**src/rtl/control_fsm_pkg.sv**
```systemverilog
// rtl/control_fsm_pkg.sv - shared types and constants for the multicycle control FSM
package control_fsm_pkg;

  typedef enum logic [3:0] {
    FETCH    = 4'd0,
    DECODE   = 4'd1,
    MEMADR   = 4'd2,
    MEMREAD  = 4'd3,
    MEMWB    = 4'd4,
    MEMWRITE = 4'd5,
    EXECUTER = 4'd6,
    EXECUTEI = 4'd7,
    ALUWB    = 4'd8,
    BRANCH   = 4'd9
  } state_t;

  localparam logic [1:0] OP_DP  = 2'b00;
  localparam logic [1:0] OP_MEM = 2'b01;
  localparam logic [1:0] OP_BR  = 2'b10;

  localparam logic [3:0] CMD_CMP = 4'b1010;

  localparam logic [3:0] COND_EQ = 4'b0000;
  localparam logic [3:0] COND_NE = 4'b0001;
  localparam logic [3:0] COND_CS = 4'b0010;
  localparam logic [3:0] COND_CC = 4'b0011;
  localparam logic [3:0] COND_MI = 4'b0100;
  localparam logic [3:0] COND_PL = 4'b0101;
  localparam logic [3:0] COND_VS = 4'b0110;
  localparam logic [3:0] COND_VC = 4'b0111;
  localparam logic [3:0] COND_HI = 4'b1000;
  localparam logic [3:0] COND_LS = 4'b1001;
  localparam logic [3:0] COND_GE = 4'b1010;
  localparam logic [3:0] COND_LT = 4'b1011;
  localparam logic [3:0] COND_GT = 4'b1100;
  localparam logic [3:0] COND_LE = 4'b1101;
  localparam logic [3:0] COND_AL = 4'b1110;
  localparam logic [3:0] COND_NV = 4'b1111;

endpackage

```
**src/rtl/control_fsm_cond_unit.sv**
```systemverilog
// rtl/control_fsm_cond_unit.sv - ARM condition-code evaluation against NZCV flags
module cond_unit
  import control_fsm_pkg::*;
(
  input  logic [3:0] Cond,
  input  logic [3:0] Flags,
  output logic       CondEx
);

  logic n, z, c, v;
  assign {n, z, c, v} = Flags;

  always_comb begin
    CondEx = 1'b0;
    case (Cond)
      COND_EQ: CondEx = z;
      COND_NE: CondEx = ~z;
      COND_CS: CondEx = c;
      COND_CC: CondEx = ~c;
      COND_MI: CondEx = n;
      COND_PL: CondEx = ~n;
      COND_VS: CondEx = v;
      COND_VC: CondEx = ~v;
      COND_HI: CondEx = c & ~z;
      COND_LS: CondEx = ~c | z;
      COND_GE: CondEx = ~(n ^ v);
      COND_LT: CondEx = n ^ v;
      COND_GT: CondEx = ~z & ~(n ^ v);
      COND_LE: CondEx = z | (n ^ v);
      COND_AL: CondEx = 1'b1;
      default: CondEx = 1'b0;
    endcase
  end

endmodule

```
**src/rtl/control_fsm.sv**
```systemverilog
// rtl/control_fsm.sv - multicycle ARM control FSM with condition latch and NZCV register
module control_fsm
  import control_fsm_pkg::*;
#(
  parameter logic [3:0] FLAG_RESET = 4'b0000
) (
  input  logic       clk,
  input  logic       reset,
  input  logic [1:0] Op,
  input  logic [5:0] Funct,
  input  logic [3:0] Rd,
  input  logic [3:0] Cond,
  input  logic [3:0] ALUFlags,
  input  logic [1:0] FlagW,
  output logic       ALUOp,
  output logic       IRWrite,
  output logic       AdrSrc,
  output logic       PCWrite,
  output logic       RegWrite,
  output logic       MemWrite,
  output logic [1:0] ALUSrcA,
  output logic [1:0] ALUSrcB,
  output logic [1:0] ResultSrc,
  output logic [3:0] Flags,
  output logic [3:0] State
);

  state_t     state_q, state_d;
  logic [3:0] flags_q, flags_d;
  logic       condexr_q, condexr_d;
  logic       cond_ex;

  logic ir_write, next_pc, reg_w, mem_w, branch;

  cond_unit u_cond (
    .Cond   (Cond),
    .Flags  (flags_q),
    .CondEx (cond_ex)
  );

  always_ff @(posedge clk) begin
    if (reset) begin
      state_q   <= FETCH;
      flags_q   <= FLAG_RESET;
      condexr_q <= 1'b0;
    end else begin
      state_q   <= state_d;
      flags_q   <= flags_d;
      condexr_q <= condexr_d;
    end
  end

  always_comb begin
    state_d = FETCH;
    case (state_q)
      FETCH: state_d = DECODE;
      DECODE: begin
        case (Op)
          OP_DP:   state_d = Funct[5] ? EXECUTEI : EXECUTER;
          OP_MEM:  state_d = MEMADR;
          OP_BR:   state_d = BRANCH;
          default: state_d = FETCH;
        endcase
      end
      MEMADR:   state_d = Funct[0] ? MEMREAD : MEMWRITE;
      MEMREAD:  state_d = MEMWB;
      EXECUTER,
      EXECUTEI: state_d = (Funct[4:1] == CMD_CMP) ? FETCH : ALUWB;
      default:  state_d = FETCH;
    endcase
  end

  always_comb begin
    ALUOp     = 1'b0;
    AdrSrc    = 1'b0;
    ALUSrcA   = 2'b00;
    ALUSrcB   = 2'b00;
    ResultSrc = 2'b00;
    ir_write  = 1'b0;
    next_pc   = 1'b0;
    reg_w     = 1'b0;
    mem_w     = 1'b0;
    branch    = 1'b0;
    case (state_q)
      FETCH: begin
        ALUSrcA   = 2'b01;
        ALUSrcB   = 2'b10;
        ResultSrc = 2'b10;
        ir_write  = 1'b1;
        next_pc   = 1'b1;
      end
      DECODE: begin
        ALUSrcA   = 2'b01;
        ALUSrcB   = 2'b10;
        ResultSrc = 2'b10;
      end
      MEMADR:   ALUSrcB = 2'b01;
      MEMREAD:  AdrSrc = 1'b1;
      MEMWB: begin
        ResultSrc = 2'b01;
        reg_w     = 1'b1;
      end
      MEMWRITE: begin
        AdrSrc = 1'b1;
        mem_w  = 1'b1;
      end
      EXECUTER: ALUOp = 1'b1;
      EXECUTEI: begin
        ALUSrcB = 2'b01;
        ALUOp   = 1'b1;
      end
      ALUWB:    reg_w = 1'b1;
      BRANCH: begin
        ALUSrcA   = 2'b10;
        ALUSrcB   = 2'b01;
        ResultSrc = 2'b10;
        branch    = 1'b1;
      end
      default: ;
    endcase
  end

  // The condition is frozen at DECODE so the instruction's own flag update cannot alter its writes.
  assign condexr_d = (state_q == DECODE) ? cond_ex : condexr_q;

  always_comb begin
    flags_d = flags_q;
    if ((state_q == EXECUTER || state_q == EXECUTEI) && condexr_q) begin
      if (FlagW[1]) flags_d[3:2] = ALUFlags[3:2];
      if (FlagW[0]) flags_d[1:0] = ALUFlags[1:0];
    end
  end

  assign IRWrite  = ir_write & ~reset;
  assign RegWrite = reg_w & condexr_q & ~reset;
  assign MemWrite = mem_w & condexr_q & ~reset;
  assign PCWrite  = (next_pc | ((branch | (reg_w & (Rd == 4'd15))) & condexr_q)) & ~reset;
  assign Flags    = flags_q;
  assign State    = state_q;

endmodule

```
**config.mk**
```make
export PLATFORM = sky130hd
export DESIGN_NAME = control_fsm
export DESIGN_NICKNAME = d
export VERILOG_FILES = /design/src/rtl/control_fsm_pkg.sv /design/src/rtl/control_fsm_cond_unit.sv /design/src/rtl/control_fsm.sv
export SDC_FILE = /design/constraint.sdc
export NUM_CORES = 1
export LEC_CHECK = 0
export CORE_AREA = 8 8 45 47
export DETAILED_ROUTE_END_ITERATION = 12
export DIE_AREA = 0 0 53 55
export DONT_BUFFER_PORTS = 1
export PLACE_DENSITY_LB_ADDON = 0.3
export SLEW_MARGIN = 25
export SYNTH_ARGS = -nofsm -noshare
export SYNTH_HDL_FRONTEND = slang
export SYNTH_SLANG_ARGS = --single-unit
```
**constraint.sdc**
```tcl
create_clock -name clk -period 1.6 [get_ports clk]
set_input_delay 0.24 -clock clk [delete_from_list [all_inputs] [get_ports clk]]
set_output_delay 0.24 -clock clk [all_outputs]
set_load 0.02 [all_outputs]
```
# ---- Yosys cells after proc, flatten, opt, wreduce, memory -nomap -nowiden
# Cells that the tools add are included.
dict set report op_classes {
  multipliers 0
  n_bitwise 21
  n_mux 15
  add_sub_neg 0
  shift 0
  div 0
  n_eq_ne 27
  n_reduce_logical 13
  magnitude_cmp 0
}
# op n
set op_table {}
lappend op_table {{4-bit equality test, second input constant} 11}
lappend op_table {{4-bit by 3-bit equality test with 1-bit output, second input constant} 8}
lappend op_table {{4-bit one-hot mux with 5 select lines} 1}
lappend op_table {{4-bit by 2-bit equality test with 1-bit output, second input constant} 4}
lappend op_table {{1-bit one-hot mux with 15 select lines} 1}
lappend op_table {{2-bit one-hot mux with 2 select lines} 3}
lappend op_table {{4-bit one-hot mux with 3 select lines} 1}
lappend op_table {{1-bit bitwise AND} 10}
lappend op_table {{4-bit by 1-bit equality test with 1-bit output, second input constant} 2}
lappend op_table {{4-bit logical NOT} 2}
lappend op_table {{2-bit OR reduction} 4}
lappend op_table {{1-bit 2-to-1 mux} 7}
lappend op_table {{1-bit inverter} 6}
lappend op_table {{3-bit OR reduction} 2}
lappend op_table {{4-bit 2-to-1 mux} 1}
lappend op_table {{1-bit OR} 4}
lappend op_table {{2-bit AND reduction} 2}
lappend op_table {{3-bit 2-to-1 mux} 1}
lappend op_table {{2-bit by 1-bit equality test with 1-bit output, second input constant} 1}
lappend op_table {{2-bit equality test, second input constant} 1}
lappend op_table {{2-bit logical NOT} 1}
lappend op_table {{1-bit logical AND} 1}
lappend op_table {{1-bit logical OR} 1}
lappend op_table {{1-bit XOR} 1}
dict set report word_totals {
  rom_bits 0
  latchBits 0
  reg_bits 9
  wordCells 80
  ram_bits 0
  mem_count 0
  out_inout_bits 20
}

# ---- Longest topological paths before layout
# Gate-level depths: netlist (run 1).
dict set report depth {
  depth_word 8
  depth_mapped 6
  mapped_depth_nobuf 5
}

# ---- Cells and area by module
# From an unflattened synthesis (run 1), not the netlist that was laid out.
dict set report hier_totals {
  hier_cells 105
  area_unflattened_um2 850.8
}
# mod cells_per_inst seq_area_each_um2 area_per_inst_um2 n_inst
set modules_own_cells {}
lappend modules_own_cells {control_fsm 77 180.2 656.9 1}
lappend modules_own_cells {cond_unit 28 0.0 193.9 1}

# ---- Worst setup path before layout (run 1)
# Ideal clock, no wire load.
dict set report synth_timing {
  kind {reg2out}
  from {register state_q[0] (netlist: State[0])}
  to {output port ALUSrcB[0]}
  stages_incl_launch_ff 5
  arrival_ps 1764
  n_path_buf 1
  t_required_ps 1360
  path_slack_ps -404
  path_cell_list {dfxtp_1 -> buf_4 -> inv_2 -> nor4_1 -> a31o_2}
}
dict set report synth_between {
  elab_chain_len 3
  word_cells_on_any_way 8
  classes_between {4 x eq/ne; 1 x mux; 3 x reduce/logical}
}
# element line
set synth_rtl {}
lappend synth_rtl {{start: declaration} control_fsm.sv:28} ;# state_t state_q, state_d;
lappend synth_rtl {{start signal: assignment} control_fsm.sv:47} ;# state_q <= state_d;
lappend synth_rtl {{4-bit by 3-bit equality test with 1-bit output (tied with other cells)} control_fsm.sv:84} ;# case (state_q)
lappend synth_rtl {{3-bit OR reduction (no line) or 2-bit OR reduction (tied branches)} n/a}
lappend synth_rtl {{2-bit one-hot mux with 2 select lines (*)} control_fsm.sv:84}
lappend synth_rtl {{end: declaration} control_fsm.sv:22} ;# output logic [1:0] ALUSrcB,
# Every way passes the cells marked *; elsewhere a longest branch is shown, timed or not.

# ---- Worst setup path after layout (run 1)
dict set report layout_timing {
  from {register state_q[3] (netlist: State[3])}
  to {output port PCWrite}
}
dict set report layout_between {
  elab_chain_len 8
  word_cells_on_any_way 13
  classes_between {3 x eq/ne; 3 x mux; 5 x bitwise; 2 x reduce/logical}
}
# element line
set layout_rtl {}
lappend layout_rtl {{4-bit equality test or 4-bit by 3-bit equality test with 1-bit output (tied branches)} control_fsm.sv:84}
lappend layout_rtl {{2-bit OR reduction (no line)} n/a}
lappend layout_rtl {{1-bit 2-to-1 mux} control_fsm.sv:84}
lappend layout_rtl {{1-bit bitwise AND} control_fsm.sv:137} ;# assign PCWrite = (next_pc | ((branch | (reg_w & (Rd == 4'd15))) & condexr_q)) & ~reset;
lappend layout_rtl {{1-bit OR} control_fsm.sv:137}
lappend layout_rtl {{1-bit bitwise AND} control_fsm.sv:137}
lappend layout_rtl {{1-bit OR (*)} control_fsm.sv:137}
lappend layout_rtl {{1-bit bitwise AND (*)} control_fsm.sv:137}
lappend layout_rtl {{end: declaration} control_fsm.sv:18} ;# output logic PCWrite,
# Marked as above.

==> metrics.yaml, run 1 <==
timing:
  max_slew.worst_pin.slew_ns: 0.437
  maxSlewViolCount: 0
  fin_crit_sh_pct: 99.1
  max_slew_margin_pct: 70.6
  postLayoutSetupSlackWorst_ns: 0.0145
  highest_clock_frequency_the_design_can_meet_mhz: 631
  rsz0062_at_grt: "yes"
  worst_clock_skew_ns: 0.00480
  setup_viol: 0
  timing.final.crit_period_ns: 1.59
  hold_violations: 0
cts:
  cts_tree: "done"
  clock_sinks: 9
  worst_setup_hold_path_clk_slew_ns: 0.06
  clock_tree.buffer_depth: 2
  root_buffer: "sky130_fd_sc_hd__clkbuf_4"
  clock_tree.htree_level_count: 1
  number_of_cts_inserted_buffers: 3
  clk_latency_ns: 0.26
  cts-hold-fix-buffers: 0
critical_path:
  worst-endpoint-required_ns: 1.36
  critPathMaxFanout: 7
  worst-endpoint-arrival_ns: 1.35
  critical_path.startpoint_type: "flip-flop"
  path_class: "flip-flop to output port"
  end_kind: "output port"
routing:
  drt.antenna.violating_nets: 0
  post-route-drc-count: 0
  drt_wl_total_um: 2230
  initialDrtViolationCount: 19
  detail_route.first_pass.iterations: 4
  post_drt_wl_per_cell_um: 17.2
  route.vias.total: 793
  route.detailed.vias_per_inst: 6.10
synthesis:
  synth_top_area_share_pct: 23.8
  mappedNetlistNets: 122
  ys_seq_area_share_pct: 23.8
  cells_after_synth: 98
  ys.warnings.count: 0
  ys_dominant_reg_cell: "sky130_fd_sc_hd__dfxtp_1"
  postSynthRegisterBits: 9
  synth_edf_count: 0
  yosys-top-cells-area: "sky130_fd_sc_hd__dfxtp_1 24%, sky130_fd_sc_hd__nor2_1 6.4%, sky130_fd_sc_hd__mux2i_1 5.3%"
  post_synth_num_cell_types: 42
  async_flop_share_pct: 0
  post_synth.cell_area_avg_um2: 7.74
  synth_area_leader_cell: "sky130_fd_sc_hd__dfxtp_1"
  mappedNetlistArea_um2: 758
placement:
  numPortBuffers: 0
  post-dp-hpwl_um: 1720
  globalplace.congestion: 0.740
  setup_slack_at_placement_ns: 0.131
  postPlaceCellArea_um2: 897
power:
  power_density_nw_per_um2: 636
  power_frac_comb_pct: 33.6
  switching_share_pct: 33.9
  clockPowerShare_pct: 27.4
  p_leak_nw: 0.422
  ir_worst_vdd_v: 0.000401
  power_frac_seq_pct: 39.0
  net_switching_power_of_the_design_uw: 213
  p_int_uw: 416
layout:
  layout_overhead_on_the_synthesized_area_pct: 30.5
  stdcell_area_um2: 990
  antenna_cells: 0
  nFillCells: 104
  utilization_pct: 71.5
  post_route_cells_drive_above_1_share_pct: 35.1
  final_nets: 139
floorplanning:
  io-pin-count: 44
  fp-row-count: 14
  dieWidth_um: 53
  fp.dieArea_um2: 2920
  initial_utilization_pct: 54.8
  core_region_area_um2: 1380
  floorplan.die.height_um: 55
worst_hold_path:
  timing.hold.worst.class: "input pin to flip-flop"
global_route:
  grt_pass1_wl_um: 3170
  number_of_antenna_violations_at_the_first_check_in_global_routing: 0
  gr-total-overflow: 0
  grt_pass1_vias: 712
  grt_usage_pct: 14.6
  grt_start_max_net_pins: 11
job:
  max_cap_viol_count: 0
run_status:
  outcome: "finished, final reports clean"
==> path summary, 6_finish.rpt <==
check	startpoint	to	slack [ns]	cells past startpoint
max	State[3]	PCWrite	0.01	3
min	reset	State[3]	0.03	1
max reg2reg	State[1]	condexr_q	0.12	5
min reg2reg	Flags[0]	Flags[0]	0.57	2
==> repair_timing <==
item,4_1_cts,5_1_grt
endpoints found under the hold margin,0,0
pin swaps,2,0
buffers inserted,2,1
endpoints found under the setup margin,7,5
resized for setup,7,4
cloned,0,0
==> synth_stat cells, types with 2 or more instances <==
| master | instances |
|---|---|
| sky130_fd_sc_hd__nor2_1 | 13 |
| sky130_fd_sc_hd__dfxtp_1 | 9 |
| sky130_fd_sc_hd__nor3_1 | 8 |
| sky130_fd_sc_hd__nand3_1 | 5 |
| sky130_fd_sc_hd__inv_1 | 4 |
| sky130_fd_sc_hd__mux2i_1 | 4 |
| sky130_fd_sc_hd__xor2_1 | 4 |
| sky130_fd_sc_hd__a21oi_1 | 3 |
| sky130_fd_sc_hd__buf_2 | 3 |
| sky130_fd_sc_hd__nand2_1 | 3 |
| sky130_fd_sc_hd__xnor2_1 | 3 |
| sky130_fd_sc_hd__a22oi_1 | 2 |
| sky130_fd_sc_hd__buf_4 | 2 |
| sky130_fd_sc_hd__buf_6 | 2 |
| sky130_fd_sc_hd__nand2b_1 | 2 |
| sky130_fd_sc_hd__nand3b_1 | 2 |
| sky130_fd_sc_hd__nor3b_1 | 2 |
| sky130_fd_sc_hd__nor4_2 | 2 |
| sky130_fd_sc_hd__o21ai_0 | 2 |
==> through the flow <==
step	cells	power, mW	hold slack [ns]	TNS (ns)
after floorplan	98	0.411	0.384	-0.0987
after global placement	123	0.435	0.308	0
after detailed placement	123	0.442	0.311	0
after CTS	129	0.623	0.0292	-0.00786
after global routing	130	0.658	0.0301	-0.0578
final	130	0.629	0.0348	0
==> worst max-delay path: stages (launching register included) <==
cell                      delay (ns)
sky130_fd_sc_hd__dfxtp_4        0.38
sky130_fd_sc_hd__xnor2_4        0.15
sky130_fd_sc_hd__nor4_4         0.33
sky130_fd_sc_hd__a22o_4         0.22
==> logic make-up after synthesis <==
logic type,count (synthesis),synth area share (%)
compound gates,20,19.5
buf+inv,13,9.90
flops,9,23.8
simple gates,45,33.5
xor+xnor,7,8.09
mux,4,5.28
==> per-layer routing <==
| layer | part of all wire [%] | wire length [um] | track usage [%] |
|---|---|---|---|
| met1 | 35 | 770 | 12.7 |
| met2 | 55 | 1220 | 28.3 |
| met3 | 8.7 | 195 | 4.55 |
| met4 | 2.0 | 44 | 9.05 |
| met5 | 0 | 0 | 0 |
==> layout make-up <==
cell class                 count  area [um^2]  share of cell area, %
multi-input combinational     76          578                   58.4
sequential                     9          191                   19.3
timing repair buffer          20          154                   15.5
clock buffer                   3         22.5                   2.28
tap                           16         20.0                   2.02
inverter                       5         18.8                   1.90
clock inverter                 1         5.00                  0.506
==> registers in the layout (all words and copies together) (netlist names) <==
name	flops
Flags	4
State	4
condexr_q	1
==> layout by cell type, fill, tap and decap left out, drive strengths merged, types with 2 or more instances in the layout <==
cell type	n
nor4	3
o21ai	2
nor3	8
xnor2	3
nand2	3
xor2	4
nor2	13
inv	5
nand3	5
nand2b	2
a21oi	3
dfxtp	9
clkbuf	3
nor3b	2
mux2i	4
buf	20
nand3b	2
o22ai	2
a22oi	2
==> power groups by stage <==
stage | clock network, mW | registers, mW | logic [mW]
6_report | 0.173 | 0.245 | 0.211
5_1_grt | 0.184 | 0.246 | 0.227
4_1_cts | 0.177 | 0.247 | 0.199
3_5_place_dp | 0 | 0.254 | 0.188
3_3_place_gp | 0 | 0.253 | 0.183
2_1_floorplan | 0 | 0.256 | 0.155
Note: power is estimated with default switching activity, not from simulation.
==> run 2: changes to the inputs <==
--- a/config.mk
+++ b/config.mk
@@ -9,7 +9,7 @@
 export DETAILED_ROUTE_END_ITERATION = 12
 export DIE_AREA = 0 0 53 55
 export DONT_BUFFER_PORTS = 1
-export PLACE_DENSITY_LB_ADDON = 0.3
+export PLACE_DENSITY = 0.72
 export SLEW_MARGIN = 25
 export SYNTH_ARGS = -nofsm -noshare
 export SYNTH_HDL_FRONTEND = slang
==> metrics.yaml, run 2 (same netlist as run 1, synthesis figures left out) <==
run_status:
  outcome: "finished, final reports clean"  # unchanged
routing:
  initialDrtViolationCount: 13  # was 19
  post-route-drc-count: 0  # unchanged
  route.detailed.vias_per_inst: 6.02  # was 6.10
  route.vias.total: 777  # was 793
  post_drt_wl_per_cell_um: 16.3  # was 17.2 um
  drt_wl_total_um: 2100  # was 2230 um
  drt.antenna.violating_nets: 0  # unchanged
  detail_route.first_pass.iterations: 4  # unchanged
floorplanning:
  fp-row-count: 14  # unchanged
  fp.dieArea_um2: 2920  # unchanged
  initial_utilization_pct: 54.8  # unchanged
  core_region_area_um2: 1380  # unchanged
  dieWidth_um: 53  # unchanged
  floorplan.die.height_um: 55  # unchanged
  io-pin-count: 44  # unchanged
job:
  max_cap_viol_count: 0  # unchanged
critical_path:
  critical_path.startpoint_type: "flip-flop"  # unchanged
  worst-endpoint-arrival_ns: 1.33  # was 1.35 ns
  worst-endpoint-required_ns: 1.36  # about the same
  critPathMaxFanout: 5  # was 7
  path_class: "flip-flop to output port"  # unchanged
  end_kind: "output port"  # unchanged
cts:
  clock_sinks: 9  # unchanged
  clock_tree.htree_level_count: 1  # unchanged
  root_buffer: "sky130_fd_sc_hd__clkbuf_4"  # unchanged
  cts_tree: "done"  # unchanged
  clk_latency_ns: 0.27  # was 0.26 ns
  worst_setup_hold_path_clk_slew_ns: 0.06  # about the same
  clock_tree.buffer_depth: 2  # unchanged
  number_of_cts_inserted_buffers: 3  # unchanged
  cts-hold-fix-buffers: 0  # unchanged
global_route:
  gr-usage-met1_pct: 13.9  # was 12.7%
  grt_usage_pct: 15.1  # was 14.6%
  grt_use_met3_pct: 6.15  # was 4.55%
  number_of_antenna_violations_at_the_first_check_in_global_routing: 0  # unchanged
  grt_most_used_layer: "met2"  # unchanged
  grt_start_max_net_pins: 11  # unchanged
  grt_use_met2_pct: 27.9  # was 28.3%
  grt_pass1_wl_um: 3330  # was 3170 um
  gr-total-overflow: 0  # unchanged
  grt_pass1_vias: 744  # was 712
timing:
  maxSlewViolCount: 0  # unchanged
  postLayoutSetupSlackWorst_ns: 0.0297  # was 0.0145 ns
  final.hold.worst_slack_ns: 0.0275  # was 0.0348 ns
  timing.final.crit_period_ns: 1.57  # was 1.59 ns
  highest_clock_frequency_the_design_can_meet_mhz: 637  # was 631 MHz
  setup_viol: 0  # unchanged
  setup-tns-final_ns: 0  # unchanged
  worst_clock_skew_ns: 0.000353  # was 0.00480 ns
  rsz0062_at_grt: "no"  # was yes
  max_slew.worst_pin.slew_ns: 0.401  # was 0.437 ns
  fin_crit_sh_pct: 98.1  # was 99.1%
  max_slew_margin_pct: 73.1  # was 70.6%
  hold_violations: 0  # unchanged
placement:
  globalplace.congestion: 0.764  # was 0.740
  numPortBuffers: 0  # unchanged
  numPlacedInstances: 123  # unchanged
  postPlaceCellArea_um2: 897  # unchanged
  setup_slack_at_placement_ns: 0.109  # was 0.131 ns
  post-dp-hpwl_um: 1660  # was 1720 um
power:
  p_leak_nw: 0.421  # was 0.422 nW
  power_density_nw_per_um2: 645  # was 636 nW/um^2
  post-layout-total-power_uw: 634  # was 629 uW
  ir_worst_vdd_v: 0.000613  # was 0.000401 V
layout:
  register_area_um2: 189  # was 191 um^2
  layout_commonest_cell: "sky130_fd_sc_hd__buf_4"  # unchanged
  stdcell_area_um2: 982  # was 990 um^2
  top_library_cells_by_usage_in_the_layout_fill_and_taps_aside: "16 x sky130_fd_sc_hd__buf_4, 13 x sky130_fd_sc_hd__nor2_1, 7 x sky130_fd_sc_hd__nor3_1, 6 x sky130_fd_sc_hd__dfxtp_1, 5 x sky130_fd_sc_hd__nand3_1"  # was 19 x sky130_fd_sc_hd__buf_4, 12 x sky130_fd_sc_hd__nor2_1, 6 x sky130_fd_sc_hd__dfxtp_1, 6 x sky130_fd_sc_hd__nor3_1, 5 x sky130_fd_sc_hd__nand3_1
  utilization_pct: 71.0  # was 71.5%
  final_std_cells_w_o_fill: 129  # was 130
  nFillCells: 121  # was 104
  antenna_cells: 0  # unchanged
  final_nets: 138  # was 139
  multiInputGateArea_um2: 573  # was 578 um^2
  layout_overhead_on_the_synthesized_area_pct: 29.5  # was 30.5%
  post_route_cells_drive_above_1_share_pct: 32.7  # was 35.1%
worst_hold_path:
  timing.hold.worst.class: "input pin to flip-flop"  # unchanged
==> run 2: cell count changes in the layout (fill, tap and decap cells not counted), sizes merged <==
cell	change
buf	-1
==> run 2: path summary, 6_finish.rpt <==
kind,start,slack [ns],to,cells after the start
hold reg to reg,Flags[0],0.58,Flags[0],2
setup reg to reg,Flags[3],0.14,condexr_q,4
setup / recovery,State[2],0.03,IRWrite,3
hold / removal,reset,0.03,State[3],1
==> run 2: what timing repair did <==
action / 4_1_cts / 5_1_grt
resized for setup: 7 / 3
buffers inserted: 2 / 0
pin swaps: 2 / 4
setup endpoints to repair: 5 / 7
==> run 2: layer usage <==
metal	vias to the layer above	part of all wire (%)
met5	-	0
met4	0	2.1
met3	4	9.1
met2	24	54
met1	361	35
li1	388	-
==> run 2: cell type report <==
type	instances	share of cell area, %
Clock inverter	1	0.510
Sequential cell	9	19.2
Tap cell	16	2.04
Multi-Input combinational cell	76	58.3
Clock buffer	3	2.29
Timing Repair Buffer	19	15.7
Inverter	5	1.91
==> run 2: critical path, stage by stage (launching register included) <==
cell,delay [ns]
sky130_fd_sc_hd__dfxtp_4,0.38
sky130_fd_sc_hd__or3_4,0.40
sky130_fd_sc_hd__nor3_2,0.12
sky130_fd_sc_hd__buf_4,0.16
==> run 2: report_power, final <==
part	internal (mW)	leakage (nW)	total, mW	switching [mW]
sequential	0.232	0.0752	0.245	0.0134
clock	0.0928	0.0177	0.184	0.0907
combinational	0.0922	0.328	0.205	0.113
==> RTL change: new RTL, config.mk and constraints of run 1 <==
Register the input `FlagW` before use. The logic sees it one clock later. The other inputs are not delayed to match.
--- a/src/rtl/control_fsm.sv
+++ b/src/rtl/control_fsm.sv
@@ -26,2 +26,8 @@
 );
+
+  logic [1:0] FlagW_q;
+
+  always_ff @(posedge clk) begin
+    FlagW_q <= FlagW;
+  end
 
@@ -128,4 +134,4 @@
     if ((state_q == EXECUTER || state_q == EXECUTEI) && condexr_q) begin
-      if (FlagW[1]) flags_d[3:2] = ALUFlags[3:2];
-      if (FlagW[0]) flags_d[1:0] = ALUFlags[1:0];
+      if (FlagW_q[1]) flags_d[3:2] = ALUFlags[3:2];
+      if (FlagW_q[0]) flags_d[1:0] = ALUFlags[1:0];
     end
Formal check against the unedited RTL: not equivalent (a bounded check fails within 4 cycles, from zero or initial values and one cycle with reset high).
==> RTL change against run 1 <==
Synthesized area is 2.0% higher. Critical path depth is 3 higher. Register-to-register slack worse by 110 ps. Final area is 10% higher. Hold slack worse by 2.7 ps. Total power is 13% higher. Worst setup slack hardly changed. Wire length is 7.8% higher. Sequential cell count is 2 higher. Critical endpoint is now condexr_q. Largest cell class unchanged. Largest power group unchanged.
==> RTL change: results <==
{
  "status": "finished, final reports clean",
  "synth_commonest_cells": "11 x dfxtp_1, 11 x nor2_1, 10 x nor3_1",
  "grt_pass1_vias": 825,
  "buf_share": 0.210,
  "signal_buffers": 25,
  "slowest_stage": "nor4b_2",
  "seq-cell-share": 0.209,
  "drive_gt1_frac": 0.385,
  "place.gp.congestion": 0.719,
  "p_leak_nw": 0.448,
  "dr.pass1.iters": 4,
  "nClkBuffers": 3,
  "cap_violations": 0,
  "cts_hold_buf": 0,
  "cts_resized": 9,
  "yosysSeqAreaShare": 0.285,
  "crit_family": "simple AND/OR/NAND/NOR gates",
  "max_slew.worst_pin.slew_ps": 391,
  "dp_hpwl_mm": 1.78,
  "synth-async-reset-ratio": 0,
  "num_vias": 836,
  "wl_per_cell_um": 18.1,
  "yosysTopAreaCellShare": 0.285,
  "hold_start": "reset",
  "cp_slowest_stage_delay_ps": 350,
  "inverters": 4,
  "clock_latency_ps": 260,
  "diodes": 0,
  "grt_max_degree": 16,
  "grt_usage": 0.153,
  "drtIter0Drc": 9,
  "multi_input_gates": 73,
  "placed_cell_area_um2": 928,
  "crit_start": "State[2]",
  "finClkSkew_ps": 10.9,
  "yosysWarnings": 0,
  "antenna_found_initial": 0,
  "peakVddDrop_mv": 0.664,
  "root_buffer": "clkbuf_4",
  "synth.avg_cell_area_um2": 8.14,
  "cp_data_arrival_time_ps": 1780,
  "grt_pass1_wl_mm": 3.46,
  "io_buffers": 0,
  "post-cts-setup-buffers": 2,
  "yosys_register_bits": 11,
  "crit_fanout": 5,
  "ys_types": 37,
  "routed_wl_mm": 2.41,
  "pre_cts_ws_ps": 223,
  "p_per_area_nw_per_um2": 650,
  "nets": 142,
  "cts_max_level": 1,
  "clk_share": 0.0252,
  "cts.clk_slew.worst_paths_ps": 70,
  "multiInputGateArea_um2": 572,
  "fillers": 86,
  "min_path_type": "primary input to flip-flop",
  "dp.cells": 123,
  "netlist_top_cells_area": "dfxtp_1 28%, mux2i_1 7.8%, nor3_1 6.5%, xnor2_1 5.7%, nor2_1 5.3%"
}
[RTL change: power by group]
part           leakage [nW]  internal, mW  switching [mW]
clock                0.0177        0.0921          0.0853
sequential           0.0919         0.286          0.0173
combinational         0.338         0.109           0.119
[RTL change: routing by layer]
metal	track usage	share of wire	wire, um	vias to the layer above
met5	0	0	0	-
met2	0.258	0.50	1200	41
li1	-	-	-	394
met1	0.162	0.36	868	391
met3	0.0615	0.10	251	10
met4	0.0819	0.035	84	0
[RTL change: logic make-up (layout without fill, tap and decap cells)]
group / Yosys count / after routing / share of synthesized area
compound gates: 17 / 17 / 0.167
xor+xnor: 6 / 6 / 0.0777
buf+inv: 11 / 33 / 0.0744
flops: 11 / 11 / 0.285
mux: 7 / 7 / 0.0922
simple gates: 43 / 43 / 0.304
[RTL change: final timing paths]
| path | cells after the start | slack (ps) | end |
|---|---|---|---|
| max reg2reg | 6 | 10 | condexr_q |
| min reg2reg | 2 | 560 | State[2] |
| min | 1 | 30 | State[3] |
| max | 6 | 10 | condexr_q |
